**src/rtl/fifo_event_reader_if.sv**
```systemverilog
// FIFO read-side and AXI-Stream master signals of the event reader.
// The reader takes the master view and the FIFO/stream environment takes the slave view.
interface fifo_event_reader_if #(
    parameter int DATA_WIDTH = 32
);
    logic [DATA_WIDTH-1:0] fifo_dout;
    logic                  fifo_empty;
    logic                  fifo_rd_en;
    logic [DATA_WIDTH-1:0] m_axis_tdata;
    logic                  m_axis_tvalid;
    logic                  m_axis_tready;
    logic                  m_axis_tlast;
    logic                  m_axis_tuser;

    modport master (
        input  fifo_dout, fifo_empty, m_axis_tready,
        output fifo_rd_en, m_axis_tdata, m_axis_tvalid, m_axis_tlast, m_axis_tuser
    );

    modport slave (
        output fifo_dout, fifo_empty, m_axis_tready,
        input  fifo_rd_en, m_axis_tdata, m_axis_tvalid, m_axis_tlast, m_axis_tuser
    );
endinterface

```
**src/rtl/fifo_event_reader.sv**
```systemverilog
// Drains a first-word-fall-through FIFO into AXI-Stream packets: one header word plus
// NUM_DATA data words per event, padding with tuser-marked zeros when the FIFO starves.
module fifo_event_reader #(
    parameter int          NUM_DATA           = 1280,
    parameter int          DATA_WIDTH         = 32,
    parameter int          EVT_COUNTER_LENGTH = 16,
    parameter int          TIMEOUT_CYCLES     = 4096,
    parameter logic [15:0] HEADER_MAGIC       = 16'hEB90
) (
    input  logic                          clk,
    input  logic                          rst,
    input  logic                          enable,
    fifo_event_reader_if.master           bus,
    output logic [EVT_COUNTER_LENGTH-1:0] event_count,
    output logic [EVT_COUNTER_LENGTH-1:0] timeout_count,
    output logic                          busy
);
    localparam int IDX_W  = $clog2(NUM_DATA + 1);
    localparam int IDLE_W = $clog2(TIMEOUT_CYCLES + 1);
    localparam logic [IDX_W-1:0]  LAST_IDX   = IDX_W'(NUM_DATA - 1);
    localparam logic [IDLE_W-1:0] IDLE_LIMIT = IDLE_W'(TIMEOUT_CYCLES - 1);
    localparam logic [EVT_COUNTER_LENGTH-1:0] CNT_ONE = EVT_COUNTER_LENGTH'(1);

    typedef enum logic [1:0] {
        S_IDLE,
        S_HEADER,
        S_DATA,
        S_PAD
    } state_t;

    state_t            state;
    state_t            state_next;
    logic [IDX_W-1:0]  word_idx;
    logic [IDLE_W-1:0] idle_cnt;
    logic              xfer;
    logic              last_word;
    logic              timed_out;

    assign xfer      = bus.m_axis_tvalid && bus.m_axis_tready;
    assign last_word = (word_idx == LAST_IDX);
    assign timed_out = bus.fifo_empty && (idle_cnt == IDLE_LIMIT);

    // NOTE: every output is decoded from registered state, so an asynchronous reset
    // forces the stream and pop strobe to zero without waiting for a clock edge.
    always_ff @(posedge clk or posedge rst) begin
        if (rst) begin
            state <= S_IDLE;
        end else begin
            state <= state_next;
        end
    end

    always_comb begin
        state_next = state;
        case (state)
            S_IDLE:   if (enable && !bus.fifo_empty) state_next = S_HEADER;
            S_HEADER: if (xfer) state_next = S_DATA;
            S_DATA: begin
                if (xfer && last_word) state_next = S_IDLE;
                else if (timed_out)    state_next = S_PAD;
            end
            S_PAD:    if (xfer && last_word) state_next = S_IDLE;
            default:  state_next = S_IDLE;
        endcase
    end

    // NOTE: defaults first so no path through the case leaves an output unassigned (no latches).
    always_comb begin
        bus.m_axis_tvalid = 1'b0;
        bus.m_axis_tdata  = '0;
        bus.m_axis_tlast  = 1'b0;
        bus.m_axis_tuser  = 1'b0;
        bus.fifo_rd_en    = 1'b0;
        busy              = (state != S_IDLE);
        case (state)
            S_HEADER: begin
                bus.m_axis_tvalid = 1'b1;
                bus.m_axis_tdata  = DATA_WIDTH'({HEADER_MAGIC, 16'(event_count)});
            end
            S_DATA: begin
                // The FIFO head is presented directly; popping on handshake keeps it held otherwise.
                bus.m_axis_tvalid = !bus.fifo_empty;
                bus.m_axis_tdata  = bus.fifo_dout;
                bus.m_axis_tlast  = last_word;
                bus.fifo_rd_en    = !bus.fifo_empty && bus.m_axis_tready;
            end
            S_PAD: begin
                bus.m_axis_tvalid = 1'b1;
                bus.m_axis_tuser  = 1'b1;
                bus.m_axis_tlast  = last_word;
            end
            default: ;
        endcase
    end

    // NOTE: sequential state uses non-blocking assignments so every register samples pre-edge values.
    always_ff @(posedge clk or posedge rst) begin
        if (rst) begin
            word_idx      <= '0;
            idle_cnt      <= '0;
            event_count   <= '0;
            timeout_count <= '0;
        end else begin
            case (state)
                S_HEADER: begin
                    if (xfer) begin
                        word_idx <= '0;
                        idle_cnt <= '0;
                    end
                end
                S_DATA: begin
                    if (xfer) begin
                        word_idx <= word_idx + 1'b1;
                        idle_cnt <= '0;
                        if (last_word) event_count <= event_count + CNT_ONE;
                    end else if (bus.fifo_empty) begin
                        // Backpressure with data waiting is not starvation, so only empty cycles count.
                        idle_cnt <= idle_cnt + 1'b1;
                        if (idle_cnt == IDLE_LIMIT) timeout_count <= timeout_count + CNT_ONE;
                    end
                end
                S_PAD: begin
                    if (xfer) begin
                        word_idx <= word_idx + 1'b1;
                        if (last_word) event_count <= event_count + CNT_ONE;
                    end
                end
                default: ;
            endcase
        end
    end
endmodule

```
**src/flat_wrapper.sv**
```systemverilog
// flat-port wrapper written by rule: the top's interface ports become plain ports
module fifo_event_reader_flat 
#(
    parameter int          NUM_DATA           = 1280,
    parameter int          DATA_WIDTH         = 32,
    parameter int          EVT_COUNTER_LENGTH = 16,
    parameter int          TIMEOUT_CYCLES     = 4096,
    parameter logic [15:0] HEADER_MAGIC       = 16'hEB90
)
  (clk, rst, enable, event_count, timeout_count, busy, bus_fifo_dout, bus_fifo_empty, bus_m_axis_tready, bus_fifo_rd_en, bus_m_axis_tdata, bus_m_axis_tvalid, bus_m_axis_tlast, bus_m_axis_tuser);
  fifo_event_reader_if #(.DATA_WIDTH(DATA_WIDTH)) bus_i ();
  input  logic clk;
  input  logic rst;
  input  logic enable;
  output logic [EVT_COUNTER_LENGTH-1:0] event_count;
  output logic [EVT_COUNTER_LENGTH-1:0] timeout_count;
  output logic busy;
  input wire logic [$bits(bus_i.fifo_dout)-1:0] bus_fifo_dout;
  input wire logic [$bits(bus_i.fifo_empty)-1:0] bus_fifo_empty;
  input wire logic [$bits(bus_i.m_axis_tready)-1:0] bus_m_axis_tready;
  output wire logic [$bits(bus_i.fifo_rd_en)-1:0] bus_fifo_rd_en;
  output wire logic [$bits(bus_i.m_axis_tdata)-1:0] bus_m_axis_tdata;
  output wire logic [$bits(bus_i.m_axis_tvalid)-1:0] bus_m_axis_tvalid;
  output wire logic [$bits(bus_i.m_axis_tlast)-1:0] bus_m_axis_tlast;
  output wire logic [$bits(bus_i.m_axis_tuser)-1:0] bus_m_axis_tuser;
  assign bus_i.fifo_dout = bus_fifo_dout;
  assign bus_i.fifo_empty = bus_fifo_empty;
  assign bus_i.m_axis_tready = bus_m_axis_tready;
  assign bus_fifo_rd_en = bus_i.fifo_rd_en;
  assign bus_m_axis_tdata = bus_i.m_axis_tdata;
  assign bus_m_axis_tvalid = bus_i.m_axis_tvalid;
  assign bus_m_axis_tlast = bus_i.m_axis_tlast;
  assign bus_m_axis_tuser = bus_i.m_axis_tuser;
  fifo_event_reader #(.NUM_DATA(NUM_DATA), .DATA_WIDTH(DATA_WIDTH), .EVT_COUNTER_LENGTH(EVT_COUNTER_LENGTH), .TIMEOUT_CYCLES(TIMEOUT_CYCLES), .HEADER_MAGIC(HEADER_MAGIC)) u_core (.clk(clk), .rst(rst), .enable(enable), .bus(bus_i), .event_count(event_count), .timeout_count(timeout_count), .busy(busy));
endmodule
```
**config.mk**
```make
export PLATFORM = sky130hd
export DESIGN_NAME = fifo_event_reader_flat
export DESIGN_NICKNAME = d
export VERILOG_FILES = /design/src/rtl/fifo_event_reader_if.sv /design/src/rtl/fifo_event_reader.sv /design/src/flat_wrapper.sv
export SDC_FILE = /design/constraint.sdc
export NUM_CORES = 1
export LEC_CHECK = 0
export CAP_MARGIN = 10
export CORE_MARGIN = 8
export CORE_UTILIZATION = 47
export CTS_CLUSTER_SIZE = 40
export DETAILED_ROUTE_END_ITERATION = 7
export PLACE_DENSITY = 0.83
export REMOVE_ABC_BUFFERS = 1
export SETUP_SLACK_MARGIN = 0.4
export SLEW_MARGIN = 30
export SYNTH_ARGS = -nofsm -noshare
export SYNTH_HDL_FRONTEND = slang
export SYNTH_SLANG_ARGS = --single-unit
```
**constraint.sdc**
```tcl
create_clock -name clk -period 2.58 [get_ports clk]
set_clock_uncertainty 0.2 [all_clocks]
set_input_delay 0.516 -clock clk [delete_from_list [all_inputs] [get_ports clk]]
set_output_delay 0.516 -clock clk [all_outputs]
set_load 0.01 [all_outputs]
```
==> impl_results.md, run 1 <==
* Final hold vios at 0
* Clk root buf: clkbuf_8
* Reg2reg path depth at 9
* Die area at around 10000 sq um
* Worst-path clk slew at 0.07 ns
* Sw Share at approximately two fifths
* Wire length per cell at between 20 and 25 um
* FFs w/ async S/R, synth at 100%
* Hold Crit Depth at 1
* Syn Area/Cell at between 9 and 10 sq um
* CP Capture Type: output pin
* WS Path Type: reg -> out
* Pre-CTS setup slack at -0.0853 ns
* Antenna violations before repair at 0
* Register area at 1460 sq um
* Hold crit path type: reg -> reg
* Vias in the first global route at about 3800
* First-pass GRT wire length at roughly 19 mm
* Via count at a little over 4000
* Max FO, Critical Path at 14
* Share of the synthesized area in the top cell type at a little over two fifths
* VDD IR max at about 1.4 mV
* Number of synthesized flops with an enable pin at 0
* Largest net degree at the start of global routing at a little under 60
* GRT Total Usage at 23.8%
* DRC violations left at 0
* Starting DRC count in detailed routing at 370
* Multi-input gate area at 2500 sq um
* Post-route setup slack at 0.0675 ns
* H-tree depth at 3
* Synth top cells by count: dfrtp_1, nand2_1, nor2_1, nor2b_1, xnor2_1
* Post-synthesis sequential area ratio at a little over two fifths
* Kind of cell adding the most delay to the critical path: buffers and inverters
* ANT cells at 0
* Slew @ Worst Pin at between 0.5 and 0.6 ns
* CTS Buf Count at 9
* Setup violators final at 0
* Post-synth cell types at 49
* # rows at 31
* Status: completed
* Cell Int Power at roughly 3600 uW
* Vias per inst at just over 6
* Top cell type by total area after synthesis: dfrtp_1
* CTS tree: built
* Core ar. at roughly 7000 sq um
* Crit path DAT at approximately 1.8 ns
* Min Tclk post-route at ~2.5 ns
* Sequential power share at between 10% and 20%
* Yosys warns at 0
* Skew-Pair Late Insertion Delay at ~0.36 ns
* CTS sink count at just under 60
* Placed cell areas at around 4700 sq um
* Startpoint Class: register
* Clock share of power at roughly 16%
* Logic gate share of total power at ~66%
* Largest cells by area after synthesis: dfrtp_1, xnor2_1, nor2b_1, nand2_1, nor2_1
* Pre-antenna DRT Iters at 7
* Final GP Congestion at a little over 0.9
* Top-count cell post-synth: dfrtp_1
* Total global routing overflow at 0
* Layout cells sized above 1 at around two fifths
* RSZ-0062 raised after global routing: yes
* Die H at roughly 100 um
* IO Pins at around 110
* Slew Viols, Final at 0
* Synth Register Bits at a little under 60
* CP max stage cell: dfrtp_1
* Crit path buffers/inverters at 3
* FILL cells at about 310
* Mapped cell area at between 3000 and 4000 sq um
* Max_cap viols at 0
* Area grow syn2layout at 79.6%
* Slew headroom at ~64%
* Worst path depth at 6
* Crit-path cells: inv_2 > ha_4 > buf_16 > a22oi_1 > nor2b_1 > clkdlybuf4s15_2
* Max Clock Freq at 398 MHz
* Post-route cell area at roughly 6000 sq um
* Max Buffers Root-to-Sink at 2
* Final critical-path share of the clock period at between 90 and 100%
* PD cells at 988 nW/um^2
* Leak Pwr at ~0.0027 uW
* Main synth FF type: dfrtp_1
* CP required at between 1.5 and 2 ns
* HPWL after DPL at 7.29 mm
* Die Width at ~100 um
* Post-Syn Instances at approximately 380
* DRT antenna net count at 0
* Port Buf Inserts at about 110
* Fin nets at approximately 600
* Routed wire length at approximately 16 mm
* Initial Util at between 40% and 50%
* Sw Pwr at around 2500 uW
* Biggest cell delay along the critical path at 0.40 ns
==> worst register-to-register path, stage by stage, from the launching register on <==
cell and delay, ns:
dfrtp_1 0.40, inv_2 0.12, ha_4 0.23, nor2b_4 0.27, nor3_4 0.10, buf_6 0.12
o32a_4 0.23, or2_4 0.33, buf_12 0.15, o31ai_4 0.21
==> sequential cells by signal (all words and copies together) (netlist names) <==
register / count
u_core.word_idx: 11
u_core.idle_cnt: 13
u_core.event_count: 16
u_core.timeout_count: 16
u_core.state: 2
==> repair_timing <==
action / 4_1_cts / 5_1_grt
gates cloned: 4 / 1
gates resized for setup: 176 / 114
endpoints found under the hold margin: 0 / 0
pin swaps: 18 / 45
hold buffers: 0 / 0
buffers inserted: 26 / 25
endpoints found under the setup margin: 86 / 92
==> metrics by stage <==
step | power (uW) | hold WS (ns) | util (%) | TNS, ns | std cells
2_1_floorplan | 2160 | 0.249 | - | -1.25 | 358
4_1_cts | 4980 | 0.277 | 76.4 | 0 | 626
5_1_grt | 6320 | 0.286 | 86.1 | -0.0106 | 652
6_report | 6110 | 0.273 | 86.1 | 0 | 652
3_5_place_dp | 3210 | 0.265 | 65.7 | -0.169 | 580
3_3_place_gp | 3140 | 0.265 | 65.7 | -0.0775 | 580
==> power groups by stage <==
stage / sequential, uW / combinational (uW) / clock (uW)
floorplan: 1050 / 1110 / 0
global placement: 1050 / 2090 / 0
detailed placement: 1060 / 2150 / 0
CTS: 1050 / 2960 / 972
global route: 1070 / 4220 / 1020
finish: 1070 / 4050 / 982
==> per-layer routing <==
metal  global-route usage (%)  routed length, um  vias up
met1                     25.1               5600     1985
met2                     42.1               7920      299
met3                     6.46               1380      107
met5                        0                  0        -
li1                         -                  -     1677
met4                     12.5                977        0
==> layout make-up <==
| cell class | count | area share (%) |
|---|---|---|
| clock buffers | 10 | 2.23 |
| clock inverters | 6 | 1.46 |
| inverters | 8 | 0.526 |
| multi-input cells | 292 | 40.4 |
| flip-flops and latches | 58 | 23.5 |
| well taps | 99 | 2.00 |
| repair buffers | 179 | 29.8 |
==> placed cells by master, fill, tap and decap left out, types with 4 or more instances in the layout <==
cell	count
nor2_1	24
buf_4	41
nand2_2	4
buf_12	8
a21oi_1	4
inv_1	4
o21ai_0	9
xnor2_1	18
nand2_1	26
xnor2_2	7
nand2_4	4
nor2b_4	4
dfrtp_1	55
nand3_1	12
ha_4	5
a21oi_2	5
xor2_1	13
nand4_1	20
nor3_1	4
nor2_4	8
a22oi_1	7
nor2b_1	24
and2_1	10
buf_2	11
and3_1	4
dlygate4sd2_1	6
o21ai_2	7
clkbuf_8	10
clkdlybuf4s15_2	13
buf_16	4
a22oi_2	9
clkdlybuf4s50_1	66
buf_6	21
==> final timing paths <==
check                                         start                       end  slack [ns]
max reg2reg                         u_core.state[0]       u_core.word_idx[10]        0.12
min reg2reg                u_core.timeout_count[15]  u_core.timeout_count[15]        0.27
min in group asynchronous                       rst   u_core.timeout_count[5]        0.33
max                                 u_core.state[0]       bus_m_axis_tdata[5]        0.07
max in group asynchronous                       rst     u_core.event_count[2]        1.56
min                        u_core.timeout_count[15]  u_core.timeout_count[15]        0.27
==> kinds of logic (layout without fill, tap and decap cells) <==
logic type | Yosys count | in the layout | synth area share (%)
muxes | 1 | 1 | 0.327
AOI/OAI and AO/OA | 65 | 65 | 12.1
DFF | 58 | 58 | 42.2
and+or+nand+nor | 179 | 179 | 29.1
adders and majority gates | 8 | 8 | 2.91
buffers and inverters | 26 | 203 | 3.38
xor gates and xnor gates | 39 | 39 | 9.93
Note: power is estimated with default switching activity, not from simulation.
==> run 2, diff against run 1 <==
--- a/config.mk
+++ b/config.mk
@@ -6,7 +6,7 @@
 export NUM_CORES = 1
 export LEC_CHECK = 0
 export CAP_MARGIN = 10
-export CORE_MARGIN = 8
+export CORE_MARGIN = 2
 export CORE_UTILIZATION = 47
 export CTS_CLUSTER_SIZE = 40
 export DETAILED_ROUTE_END_ITERATION = 7
==> impl_results.md, run 2 (synthesis results as in run 1) <==
* Status: completed
* Commonest non-fill, non-tap cell in the layout: clkdlybuf4s50_1
* # rows at 31 (unchanged)
* Slew Viols, Final at 0 (unchanged)
* Commonest non-fill, non-tap cells in the layout: clkdlybuf4s50_1, dfrtp_1, buf_4
* H-tree depth at 3 (unchanged)
* Via count at 3854 (-5.3%)
* Max_cap viols at 0 (unchanged)
* Port Buf Inserts at 105 (unchanged)
* Fin nets at 587 (-1.0%)
* Min Tclk post-route at 2.49 ns (-0.0223 ns)
* RSZ-0062 raised after global routing: yes
* WS Path Type: reg -> out
* DRT antenna net count at 0 (unchanged)
* Clk root buf: clkbuf_8
* Hold slack at 0.272 ns (-0.000513 ns)
* Core ar. at 7180 sq um (unchanged)
* Starting DRC count in detailed routing at 282 (-24%)
* Setup violators final at 0 (unchanged)
* Post-route setup slack at 0.0897 ns (+0.0223 ns)
* Hold crit path type: reg -> reg
* CP Capture Type: output pin
* Largest regs: u_core.event_count (16), u_core.timeout_count (16), u_core.idle_cnt (13)
* IO Pins at 106 (unchanged)
* Pre-antenna DRT Iters at 5 (-2)
* WL met2 at 7.37 mm (-7.0%)
* Pre-CTS setup slack at -0.00866 ns (+0.0767 ns)
* Area grow syn2layout at 75.3%
* Antenna violations before repair at 0 (unchanged)
* CP max stage cell: dfrtp_1
* Die area at 8020 sq um (-22%)
* Die Width at 89.6 um (-12%)
* CTS sink count at 58 (unchanged)
* Total global routing overflow at 0 (unchanged)
* Crit path buffers/inverters at 5 (+2)
* Startpoint Class: register
* CP required at 1.86 ns (about the same)
* Post-route cell area at 6030 sq um (-2.4%)
* Wire length on met3 at 935 um (-32%)
* CTS tree: built
* Final GP Congestion at 0.862 (-5.2%)
* FILL cells at 330 (+6.1%)
* Wire length on met1 at 5.18 mm (-7.7%)
* Kind of cell adding the most delay to the critical path: buffers and inverters
* VDD IR max at 1.41 mV (+0.66%)
* Layout cells sized above 1 at 41.1% (+0.085 points)
* Crit path DAT at 1.77 ns (-0.03 ns)
* HPWL after DPL at 6.69 mm (-8.2%)
* PD cells at 1020 nW/um^2 (+3.7%)
* Max Clock Freq at 402 MHz (+0.89%)
* CTS Buf Count at 9 (unchanged)
* Initial Util at 48.0% (unchanged)
* Max layer used: met4
* Hold buffers post-CTS at 0 (unchanged)
* First-pass GRT wire length at 16.5 mm (-13%)
* Leak Pwr at 0.00258 uW (-3.5%)
* Worst-path clk slew at 0.08 ns (about the same)
* Die H at 89.6 um (-12%)
* Crit-path cells: inv_2 > buf_6 > ha_4 > buf_12 > clkbuf_16 > nor2b_1 > buf_2
* DRC violations left at 0 (unchanged)
* Slew headroom at 66.6% (+2.8 points)
* Vias per inst at 5.97 (-4.4%)
* Vias in the first global route at 3367 (-11%)
* Wire length per cell at 21.6 um (-11%)
* ANT cells at 0 (unchanged)
* Routed wire length at 13.9 mm (-12%)
* Max FO, Critical Path at 4 (-10)
* Slew @ Worst Pin at 0.497 ns (-0.0413 ns)
* Largest net degree at the start of global routing at 59 (unchanged)
* GRT Total Usage at 27.1% (+3.4 points)
* Biggest cell delay along the critical path at 0.38 ns (-0.02 ns)
* Placed cell areas at 4770 sq um (+1.3%)
* Final hold vios at 0 (unchanged)
* Max Buffers Root-to-Sink at 2 (unchanged)
* Skew-Pair Late Insertion Delay at 0.35 ns (about the same)
* Final critical-path share of the clock period at 96.5% (-0.86 points)
-- run 2: repair_timing --
action,4_1_cts,5_1_grt
cloned,4,2
resized for setup,200,116
buffers inserted,18,18
hold endpoints to repair,0,0
pin swaps,16,37
setup endpoints to repair,87,81
-- run 2: layer usage --
metal	vias to the layer above	global-route usage [%]
met2	223	45.4
met1	1919	34.9
met4	0	7.73
li1	1662	-
met5	-	0
met3	50	6.74
-- run 2: stage by stage --
| step | cells | power, uW | TNS [ns] | util (%) |
|---|---|---|---|---|
| 2_1_floorplan | 358 | 2160 | -1.25 | - |
| 3_3_place_gp | 588 | 3190 | 0 | 66.5 |
| 3_5_place_dp | 588 | 3260 | -0.00866 | 66.5 |
| 4_1_cts | 626 | 5030 | 0 | 74.7 |
| 5_1_grt | 646 | 6410 | 0 | 84.1 |
| 6_report | 646 | 6180 | 0 | 84.1 |
-- run 2: worst paths after layout --
| check | from | end | slack [ns] | cells after the start |
|---|---|---|---|---|
| worst min register to register | u_core.timeout_count[15] | u_core.timeout_count[15] | 0.27 | 1 |
| max in group asynchronous | rst | u_core.word_idx[5] | 1.55 | 3 |
| worst max-delay path | u_core.state[0] | bus_m_axis_tdata[24] | 0.09 | 7 |
| worst max register to register | u_core.state[0] | u_core.word_idx[8] | 0.17 | 10 |
| min in group asynchronous | rst | u_core.event_count[0] | 0.34 | 3 |
| worst min-delay path | u_core.timeout_count[15] | u_core.timeout_count[15] | 0.27 | 1 |
-- run 2: worst register-to-register path: stages, from the launching register on --
cell     delay (ns)
dfrtp_1        0.40
inv_2          0.11
ha_4           0.19
buf_6          0.11
nor2b_4        0.21
nor3_4         0.07
buf_4          0.14
o32a_4         0.24
or2_4          0.31
buf_4          0.17
o31ai_4        0.17
-- run 2: report_power, final --
part	switching, uW	internal, uW	total, uW
combinational	1930	2170	4100
sequential	65.2	976	1040
clock	394	641	1040
-- run 2: cell type report --
cell class	count	area, sq um	area share, %
Sequential cell	58	1460	24.1
Tap cell	99	124	2.05
Multi-Input combinational cell	292	2460	40.7
Timing Repair Buffer	173	1730	28.7
Clock buffer	11	131	2.18
Inverter	8	30.0	0.498
Clock inverter	5	103	1.70
==> run 3, diff against run 2 <==
--- a/config.mk
+++ b/config.mk
@@ -10,6 +10,7 @@
 export CORE_UTILIZATION = 47
 export CTS_CLUSTER_SIZE = 40
 export DETAILED_ROUTE_END_ITERATION = 7
+export GPL_ROUTABILITY_DRIVEN = 0
 export PLACE_DENSITY = 0.83
 export REMOVE_ABC_BUFFERS = 1
 export SETUP_SLACK_MARGIN = 0.4
==> results of run 3 <==
No change in the layout: final DEF, timing and power equal those of run 2.
==> edit, RTL diff (flow settings as in run 2) <==
Encoding of `state_t`: now one-hot (4 bits for 4 states).
--- a/src/rtl/fifo_event_reader.sv
+++ b/src/rtl/fifo_event_reader.sv
@@ -22,9 +22,9 @@
     localparam logic [EVT_COUNTER_LENGTH-1:0] CNT_ONE = EVT_COUNTER_LENGTH'(1);
 
-    typedef enum logic [1:0] {
-        S_IDLE,
-        S_HEADER,
-        S_DATA,
-        S_PAD
+    typedef enum logic [3:0] {
+        S_IDLE   = 4'b0001,
+        S_HEADER = 4'b0010,
+        S_DATA   = 4'b0100,
+        S_PAD    = 4'b1000
     } state_t;
 
Function: no difference found for any inputs over 10 cycles, from zero or initial values and one cycle with rst high; not proved beyond that.
==> edit against run 2 <==
The flow now finishes with violations (setup timing). Critical endpoint is now bus_m_axis_tdata[7]. Area after synthesis is 0.40% lower. Sequential cell count up 2. Routed wire length is 0.81% higher. Via count is 0.36% higher. Largest cell class unchanged. Cell area fell by 1.8%. Setup slack worse by 190 ps. Highest routed layer unchanged.
Power is not compared: it rests on default switching activity, and its combinational part moved more than twofold at a synthesized area within 25%.
==> edit: results (changes against run 2) <==
| Metric | Value |
|---|---|
| Setup WS pre-CTS | -366.9 ps (-358.3 ps) |
| Detailed Place HPWL | 6695 um (about the same) |
| DR iter-0 viols | 288 (+2.1%) |
| Setup TNS | -1040 ps (-1040 ps) |
| Total Routing Usage GR | 28.12% (+0.99 points) |
| Most frequent cells after synthesis | dfrtp_1 (59), nor2_1 (31), nand2_1 (24) |
| Worst-Margin Slew | 748.5 ps (+251.1 ps) |
| Filler cells | 366 (+11%) |
| Largest net degree at the start of global routing | 33 (-44%) |
| Non-clock buffer share | 30.51% (+1.8 points) |
| Failing checks | setup timing |
| Reg2reg path depth | 9 (-1) |
| Non-filler instance count after layout | 635 (-1.7%) |
| WL met1 | 5062 um (-2.2%) |
| Reg area | 1510 um2 (+3.8%) |
| Final-report setup violation count | 30 (+30) |
| Register bit total from synthesis | 60 (+3.4%) |
| Routability congestion estimate | 0.9137 (+6.0%) |
| GR Util met1 | 33.61% (-1.3 points) |
| Via count | 3868 (+0.36%) |
| Bufs w/o clock | 187 (+8.1%) |
| Crit path to | bus_m_axis_tdata[7] |
| Capture point of the worst reg-to-reg path | u_core.event_count[9]$_DFFE_PP0P_ |
| Synth Instances | 347 (-7.7%) |
| GR Util met2 | 48.08% (+2.7 points) |
| Comb_multi_in | 266 (-8.9%) |
| Slowest cell delay on critical path | 420 ps (+40 ps) |
| Largest cells by area after synthesis | dfrtp_1 (43%), xor2_1 (5.1%), xnor2_1 (4.9%) |
| Hold WC Path Type | primary input to async pin |
| Invs w/o clock | 7 (-1) |
| Placed cell areas | 4800 um2 (+0.52%) |
| Wire length on met2 | 7333 um (-0.45%) |
| Setup ws final | -102.8 ps (-192.5 ps) |
| Outcome | finished with violations |
| Final instance area | 5926 um2 (-1.8%) |
| Worst EP arrival | 1970 ps (+200 ps) |
| Global-route track usage on met3 | 6.002% (-0.74 points) |
-- edit: cell types whose count changed after synthesis, moves of 7 or more --
| cell | before | now |
|---|---|---|
| nor2b_1 | 28 | 4 |
| a22oi_1 | 16 | 0 |
| a21o_1 | 0 | 9 |
| a21oi_1 | 12 | 5 |
| nand2_1 | 34 | 24 |
| a22o_1 | 0 | 17 |
-- edit: logic make-up after synthesis --
| family | share of synthesized area (%) |
|---|---|
| AO/OA/AOI/OAI | 13.33 |
| XOR/XNOR | 10.44 |
| adder cells (fa/ha/maj) | 1.460 |
| buffers and inverters | 2.921 |
| flip-flops | 43.85 |
| multiplexers | 1.241 |
| AND/OR/NAND/NOR | 26.76 |
-- edit: repair_timing --
| action | CTS | global route |
|---|---|---|
| cloned | 4 | 3 |
| setup buffers | 32 | 14 |
| hold buffers | 0 | 0 |
| pin swaps | 48 | 44 |
| endpoints found under the setup margin | 81 | 85 |
| gates resized for setup | 238 | 67 |
